<file path="src/rtl/rca_seq_ctrl.sv">
// rca_seq_ctrl: multi-cycle wide adder that reuses one CHUNK-bit ripple-carry
// slice, one chunk per clock, LSB chunk first, carry held in a register.
// Optional feature macro: RCA_SEQ_SUB_EN adds a 'sub' input for a - b.

// Combinational CHUNK-bit ripple-carry adder slice.
module rca_slice #(
  parameter int unsigned CHUNK = 8
) (
  input  logic [CHUNK-1:0] x,
  input  logic [CHUNK-1:0] y,
  input  logic             ci,
  output logic [CHUNK-1:0] s,
  output logic             co
);

  logic carry;

  // Ripple the carry bit by bit through the slice.
  always_comb begin
    s     = '0;
    carry = ci;
    for (int unsigned i = 0; i < CHUNK; i++) begin
      s[i]  = x[i] ^ y[i] ^ carry;
      carry = (x[i] & y[i]) | (carry & (x[i] ^ y[i]));
    end
    co = carry;
  end

endmodule

module rca_seq_ctrl #(
  parameter int unsigned CHUNK  = 8,
  parameter int unsigned NCHUNK = 4
) (
  input  logic                    clk,
  input  logic                    rst,
  input  logic                    start,
  input  logic [CHUNK*NCHUNK-1:0] a,
  input  logic [CHUNK*NCHUNK-1:0] b,
  input  logic                    cin,
`ifdef RCA_SEQ_SUB_EN
  input  logic                    sub,
`endif
  output logic                    busy,
  output logic                    done,
  output logic [CHUNK*NCHUNK-1:0] out,
  output logic                    cout
);

  localparam int unsigned W    = CHUNK * NCHUNK;
  localparam int unsigned IDXW = (NCHUNK > 1) ? $clog2(NCHUNK) : 1;
  localparam logic [IDXW-1:0] LAST_IDX = IDXW'(NCHUNK - 1);

  localparam logic [1:0] ST_IDLE = 2'd0;
  localparam logic [1:0] ST_RUN  = 2'd1;
  localparam logic [1:0] ST_DONE = 2'd2;

  logic [1:0]      state_q, state_d;
  logic [IDXW-1:0] idx_q,   idx_d;
  logic [W-1:0]    a_q,     a_d;
  logic [W-1:0]    b_q,     b_d;
  logic            carry_q, carry_d;
  logic [W-1:0]    acc_q,   acc_d;
  logic [W-1:0]    out_q,   out_d;
  logic            cout_q,  cout_d;

  logic [W-1:0]     b_in;
  logic             cin_in;
  logic [CHUNK-1:0] slice_x;
  logic [CHUNK-1:0] slice_y;
  logic [CHUNK-1:0] slice_sum;
  logic             slice_cout;

`ifdef RCA_SEQ_SUB_EN
  // Subtraction is a + ~b + 1, so invert b and force the initial carry.
  always_comb begin
    b_in   = sub ? ~b : b;
    cin_in = sub ? 1'b1 : cin;
  end
`else
  // Addition only: operands pass straight through.
  always_comb begin
    b_in   = b;
    cin_in = cin;
  end
`endif

  // Select the current chunk of each operand for the shared slice.
  always_comb begin
    slice_x = a_q[idx_q*CHUNK +: CHUNK];
    slice_y = b_q[idx_q*CHUNK +: CHUNK];
  end

  rca_slice #(
    .CHUNK(CHUNK)
  ) u_slice (
    .x  (slice_x),
    .y  (slice_y),
    .ci (carry_q),
    .s  (slice_sum),
    .co (slice_cout)
  );

  // Sequencer next-state: accept in IDLE/DONE, one chunk per RUN cycle.
  always_comb begin
    state_d = state_q;
    idx_d   = idx_q;
    a_d     = a_q;
    b_d     = b_q;
    carry_d = carry_q;
    acc_d   = acc_q;
    out_d   = out_q;
    cout_d  = cout_q;
    case (state_q)
      ST_IDLE, ST_DONE: begin
        if (start) begin
          a_d     = a;
          b_d     = b_in;
          carry_d = cin_in;
          idx_d   = '0;
          acc_d   = '0;
          state_d = ST_RUN;
        end else begin
          state_d = ST_IDLE;
        end
      end
      ST_RUN: begin
        acc_d[idx_q*CHUNK +: CHUNK] = slice_sum;
        carry_d = slice_cout;
        idx_d   = idx_q + IDXW'(1);
        if (idx_q == LAST_IDX) begin
          // Publish the accumulator including the chunk written this cycle.
          out_d   = acc_d;
          cout_d  = slice_cout;
          idx_d   = '0;
          state_d = ST_DONE;
        end
      end
      default: state_d = ST_IDLE;
    endcase
  end

  // State and datapath registers with asynchronous reset.
  always_ff @(posedge clk or posedge rst) begin
    if (rst) begin
      state_q <= ST_IDLE;
      idx_q   <= '0;
      a_q     <= '0;
      b_q     <= '0;
      carry_q <= 1'b0;
      acc_q   <= '0;
      out_q   <= '0;
      cout_q  <= 1'b0;
    end else begin
      state_q <= state_d;
      idx_q   <= idx_d;
      a_q     <= a_d;
      b_q     <= b_d;
      carry_q <= carry_d;
      acc_q   <= acc_d;
      out_q   <= out_d;
      cout_q  <= cout_d;
    end
  end

  // Status and result outputs decoded from registers only.
  always_comb begin
    busy = (state_q == ST_RUN);
    done = (state_q == ST_DONE);
    out  = out_q;
    cout = cout_q;
  end

endmodule

</file>
<file path="config.mk">
export PLATFORM = sky130hd
export DESIGN_NAME = rca_seq_ctrl
export DESIGN_NICKNAME = d
export VERILOG_FILES = /design/src/rtl/rca_seq_ctrl.sv
export SDC_FILE = /design/constraint.sdc
export NUM_CORES = 1
export LEC_CHECK = 0
export BUFFER_PORTS_ARGS = -buffer_cell sky130_fd_sc_hd__buf_2
export CORE_ASPECT_RATIO = 1.4
export CORE_UTILIZATION = 51
export CTS_CLUSTER_SIZE = 20
export DETAILED_ROUTE_END_ITERATION = 12
export PLACE_DENSITY = 0.76
export RECOVER_POWER = 25
export SYNTH_ARGS = -nofsm -noshare
export SYNTH_HDL_FRONTEND = slang
export SYNTH_HIERARCHICAL = 1
export SYNTH_SLANG_ARGS = --single-unit
</file>
<file path="constraint.sdc">
create_clock -name clk -period 5 [get_ports clk]
set_input_delay 0.5 -clock clk [delete_from_list [all_inputs] [get_ports clk]]
set_output_delay 0.5 -clock clk [all_outputs]
set_load 0.02 [all_outputs]
</file>
# == After elaboration in Yosys (flattened, before gate mapping) ==
# Cells that the tools add are included.
# Widths: inputs -> output; s select.
# totals
regBits,134
word_cells,76
# classes
n_addsub,2
n_eq_ne,5
shift,4
mux,11
n_bitwise,40
n_reduce_logical,6
# ops
op,n
$pmux 32 s2,1
$shiftx 32x6->8,2
$neg 5->34,1
$shift 8x34->32 const A,1
$shiftx 8x34->32,1
$bwmux 32,1
$mux 32,1
$and 1x1->1,16
$xor 1x1->1,16
$or 1x1->1,8
$pmux 2 s2,2
$mux 2,3
$reduce_and 2->1,3
$eq 2x2->1 const B,2
$add 2x1->2 const B,1
$eq 2x1->1 const B,1
$logic_not 2->1,1
$mux 1,2
$ne 2x1->1 const B,1
$ne 2x2->1 const B,1
$pmux 1 s2,1
$reduce_bool 2->1,1
$reduce_or 2->1,1

# == Longest topological paths before layout ==
# logic_depth
word_depth,20
depth_mapped,18
mapped_depth_nobuf,15

# == By module ==
# The synthesis kept the hierarchy.
# by_module_without_submodules
mod,n_inst,cells_per_inst,area_per_inst_um2
rca_seq_ctrl,1,582,5939.4
rca_slice,1,18,197.7

# == Least setup slack after synthesis ==
# No wires, ideal clock.
# synth_path
path_kind,reg2reg
startpoint,reg idx_q[0]
endpoint,reg out_q[31] (netlist: out[31])
arrival_time_ns,4.742
required_ns,4.918
setup_slack_ns,0.176
path_stages_with_launch,18
n_path_buf,2
period_less_slack_ns,4.824
path_cell_list,dfrtp_1 -> buf_2 -> mux4_2 -> fa_1 -> inv_1 -> fa_1 -> inv_1 -> fa_1 -> fa_1 -> fa_1 -> fa_1 -> fa_1 -> inv_1 -> fa_1 -> inv_1 -> clkbuf_2 -> nand4_1 -> a31oi_1
# synth_via
elab_chain_cells,19
# synth_rtl
element,line_no,rtl
from (decl),59,"logic [IDXW-1:0] idx_q, idx_d;"
from (signal assigned),156,idx_q <= idx_d;
$shiftx 32x6->8 (*),91,slice_y = b_q[idx_q*CHUNK +: CHUNK];
net slice_y[0],70,logic [CHUNK-1:0] slice_y;
$xor 1x1->1,24,carry = (x[i] & y[i]) | (carry & (x[i] ^ y[i]));
$and 1x1->1,24,
$or 1x1->1 (*),24,
$and 1x1->1 (*),24,
$or 1x1->1 (*),24,
$and 1x1->1 (*),24,
(+5 left out),-,
$and 1x1->1 (*),24,
$or 1x1->1 (*),24,
$and 1x1->1 (*),24,
$or 1x1->1 (*),24,
$xor 1x1->1 (*),23,s[i] = x[i] ^ y[i] ^ carry;
net slice_sum[7],71,logic [CHUNK-1:0] slice_sum;
$shiftx 8x34->32 (*),128,acc_d[idx_q*CHUNK +: CHUNK] = slice_sum;
$bwmux 32 (*),128,
to (signal assigned),161,out_q <= out_d;
to (decl),64,"logic [W-1:0] out_q, out_d;"
# The timed path passes the listed nets; every way through them passes the cells marked *.
# A chain may end at the register's enable or synchronous reset.

# == Worst setup path in the final report ==
# Ends and elaborated chain as after synthesis.

==> results.py <==
metrics = {
    "floorplanning": {
        "die_width_um": 94.7,
        "dieArea_mm2": 0.0125,
        "std_cell_rows": 47,
        "die-height_um": 132,
        "ioPinCount": 103,
        "core-area_mm2": 0.0118,
        "start_util": 0.522,
    },
    "cells_and_area": {
        "syn2layout_area_growth_pct": 18.7,
        "mostFrequentLayoutCells": "nand2_1, dfrtp_1, buf_2",
        "final_common_cell": "nand2_1",
        "final_cells": 840,
        "layout.nets": 763,
        "antennaDiodeCount": 0,
        "regArea_mm2": 0.00335,
        "fill_cells": 970,
        "multi_input_area_mm2": 0.00250,
        "drive_gt1_frac": 0.242,
    },
    "global_route": {
        "grtUsageTotal": 0.248,
        "grt_pass1_wl_mm": 23.5,
        "grt_max_degree": 89,
        "grt_overflow": 0,
        "grt_pass1_vias": 4666,
        "antenna_found_initial": 0,
    },
    "sta": {
        "report.final.slew_viol_count": 89,
        "whs_ps": 266,
        "grt_setup_unrepaired": "false",
        "fin_crit_ps": 4780,
        "hold_viol": 0,
        "timing.final.crit_share": 0.956,
        "fmax_mhz": 209,
        "finalSetupViolCount": 0,
        "finalSetupTns_ps": 0,
        "fin_skew_ps": 6.20,
        "worst_pin_slew_ps": 3780,
        "slew_headroom": -1.53,
    },
    "worst_setup_path": {
        "criticalPathCategory": "register to register",
        "cpMostUsedCell": "fa_1",
        "critPathArrivalTime_ps": 5120,
        "cpLargestDelayFamily": "adder cells",
        "endpoint_kind": "register",
        "crit_required_ps": 5340,
        "crit_buf_inv": 4,
        "crit_chain": "mux4_2 > fa_1 > inv_1 > fa_1 > inv_1 > fa_1 > fa_1 > fa_1 > fa_1 > fa_1 > inv_1 > fa_1 > inv_1 > nand4_1 > a31oi_1",
        "cp_max_fo": 8,
        "cp-start-kind": "register",
        "critPathMaxStageDelay_ps": 550,
        "cp_slowest_cell": "mux4_2",
    },
    "place": {
        "routabilityCongestion": 0.793,
        "dp_cells": 809,
        "io_buffers": 102,
        "dp_hpwl_mm": 9.51,
    },
    "power_and_ir_drop": {
        "powerDensity_mw_per_mm2": 811,
        "leakage_nw": 3.61,
        "ir_drop_uv": 573,
    },
    "cts": {
        "hold_buffers": 0,
        "cts_buffer_depth": 2,
        "cts_buffers": 17,
        "cts_tree": "built",
        "cts_post_setup_buffers_inserted": 0,
        "clockRootBuffer": "clkbuf_16",
        "clock_sinks": 134,
        "cts_resized": 0,
        "ctsHtreeMaxLevel": 4,
        "clk-insertion-delay-late_ps": 420,
        "clk_pin_slew_ps": 60,
    },
    "worst_hold_path": {
        "hp-class": "input port to register",
    },
    "logic_synthesis": {
        "ys_ff_latch": 134,
        "yosysTopAreaCell": "dfrtp_1",
        "synth_nets": 682,
        "ys.warnings.count": 6,
        "synth_edf_count": 0,
        "synth_area_per_cell_um2": 10.2,
        "synth.distinct_cells": 40,
        "ys_seq_area_frac": 0.546,
        "netlist_top_cells_area": "dfrtp_1, nand2_1, mux4_2, a22o_1, fa_1",
        "syn_inst": 600,
        "syn_area_mm2": 0.00614,
        "synth_ff_type": "dfrtp_1",
        "synth_top_area_share": 0.546,
        "synth-async-reset-ratio": 1.00,
    },
    "run_status": {
        "status": "finished with violations",
        "violations": "capacitance limit, slew limit",
    },
    "route": {
        "ant_nets": 0,
        "routedWlPerCell_um": 16.8,
        "drt_wl_total_mm": 14.1,
        "drc": 0,
        "firstDrtPassIters": 4,
        "via_per_inst": 5.56,
        "num_vias": 4667,
        "drt-initial-drc-count": 308,
    },
    "flow_run": {
        "maxCapViolCount": 1,
    },
}
-- power by group --
| group | switching [mW] | internal, mW | total (mW) |
|---|---|---|---|
| combinational | 1.83 | 0.949 | 2.78 |
| sequential | 0.262 | 1.55 | 1.81 |
| clock | 0.442 | 0.880 | 1.32 |
| total | 2.53 | 3.38 | 5.91 |
-- worst register-to-register path, cell delays in order (launching register included) --
cell     delay (ps)
dfrtp_1         450
mux4_2          550
fa_1            430
inv_1            80
fa_1            160
inv_1            50
fa_1            370
fa_1            410
fa_1            400
fa_1            390
fa_1            370
inv_1            70
fa_1            400
inv_1           240
nand4_1         140
a31oi_1         190
-- flip-flops by register name (all words and copies together) (netlist names) --
name and cells:
b_q 32, cout 1, state_q 2, idx_q 2, acc_q 32, carry_q 1, out 32, a_q 32
-- final timing paths --
kind                           from      end  slack, ps  depth (start not counted)
max in group asynchronous       rst   a_q[8]       1960                          3
min                           a[12]  a_q[12]        270                          3
max                        idx_q[0]  out[31]        220                         15
min reg2reg                 a_q[26]  a_q[26]        470                          2
min in group asynchronous       rst   b_q[2]       1200                          2
max reg2reg                idx_q[0]  out[31]        220                         15
-- cell type report --
class                   instances  share of cell area
inverters                      15             0.00790
repair buffers                108              0.0762
multi-input cells             405               0.344
clock inverters                 9              0.0203
well taps                     147              0.0252
clock buffers                  22              0.0665
flip-flops and latches        134               0.460
-- kinds of logic after synthesis --
logic type	share of synthesized area
AO/OA/AOI/OAI	0.103
AND/OR/NAND/NOR	0.205
multiplexers	0.0606
buffers and inverters	0.0475
adder cells (fa/ha/maj)	0.0383
flip-flops	0.546
-- Yosys cell counts, types with 2 or more instances --
| library cell | instances |
|---|---|
| a21oi_1 | 25 |
| a21oi_2 | 4 |
| a22o_1 | 30 |
| a31oi_1 | 17 |
| a32oi_1 | 7 |
| buf_1 | 2 |
| buf_2 | 19 |
| buf_4 | 6 |
| clkbuf_1 | 11 |
| clkbuf_2 | 7 |
| dfrtp_1 | 134 |
| fa_1 | 8 |
| ha_1 | 6 |
| inv_1 | 14 |
| mux4_2 | 16 |
| nand2_1 | 196 |
| nand2b_1 | 17 |
| nand3_1 | 2 |
| nand4_1 | 15 |
| nor2_1 | 33 |
| nor2b_1 | 11 |
| o31ai_1 | 2 |
-- through the flow --
stage | total power [mW] | util | worst slack, ps | instance area [µm²]
6_report | 5.91 | 0.619 | 218 | 7290
5_1_grt | 6.28 | 0.619 | 11.5 | 7290
4_1_cts | 5.92 | 0.620 | 208 | 7290
3_5_place_dp | 4.57 | 0.566 | 224 | 6660
3_3_place_gp | 4.48 | 0.566 | 348 | 6660
2_1_floorplan | 3.77 | - | 176 | 6140
-- routing by layer --
metal / track usage / vias up / wire [µm]
li1: - / 2180 / -
met1: 0.317 / 2275 / 5730
met2: 0.400 / 176 / 7130
met3: 0.0496 / 36 / 706
met4: 0.120 / 0 / 512
met5: 0 / - / 0
Power figures use the tool's default switching activity.
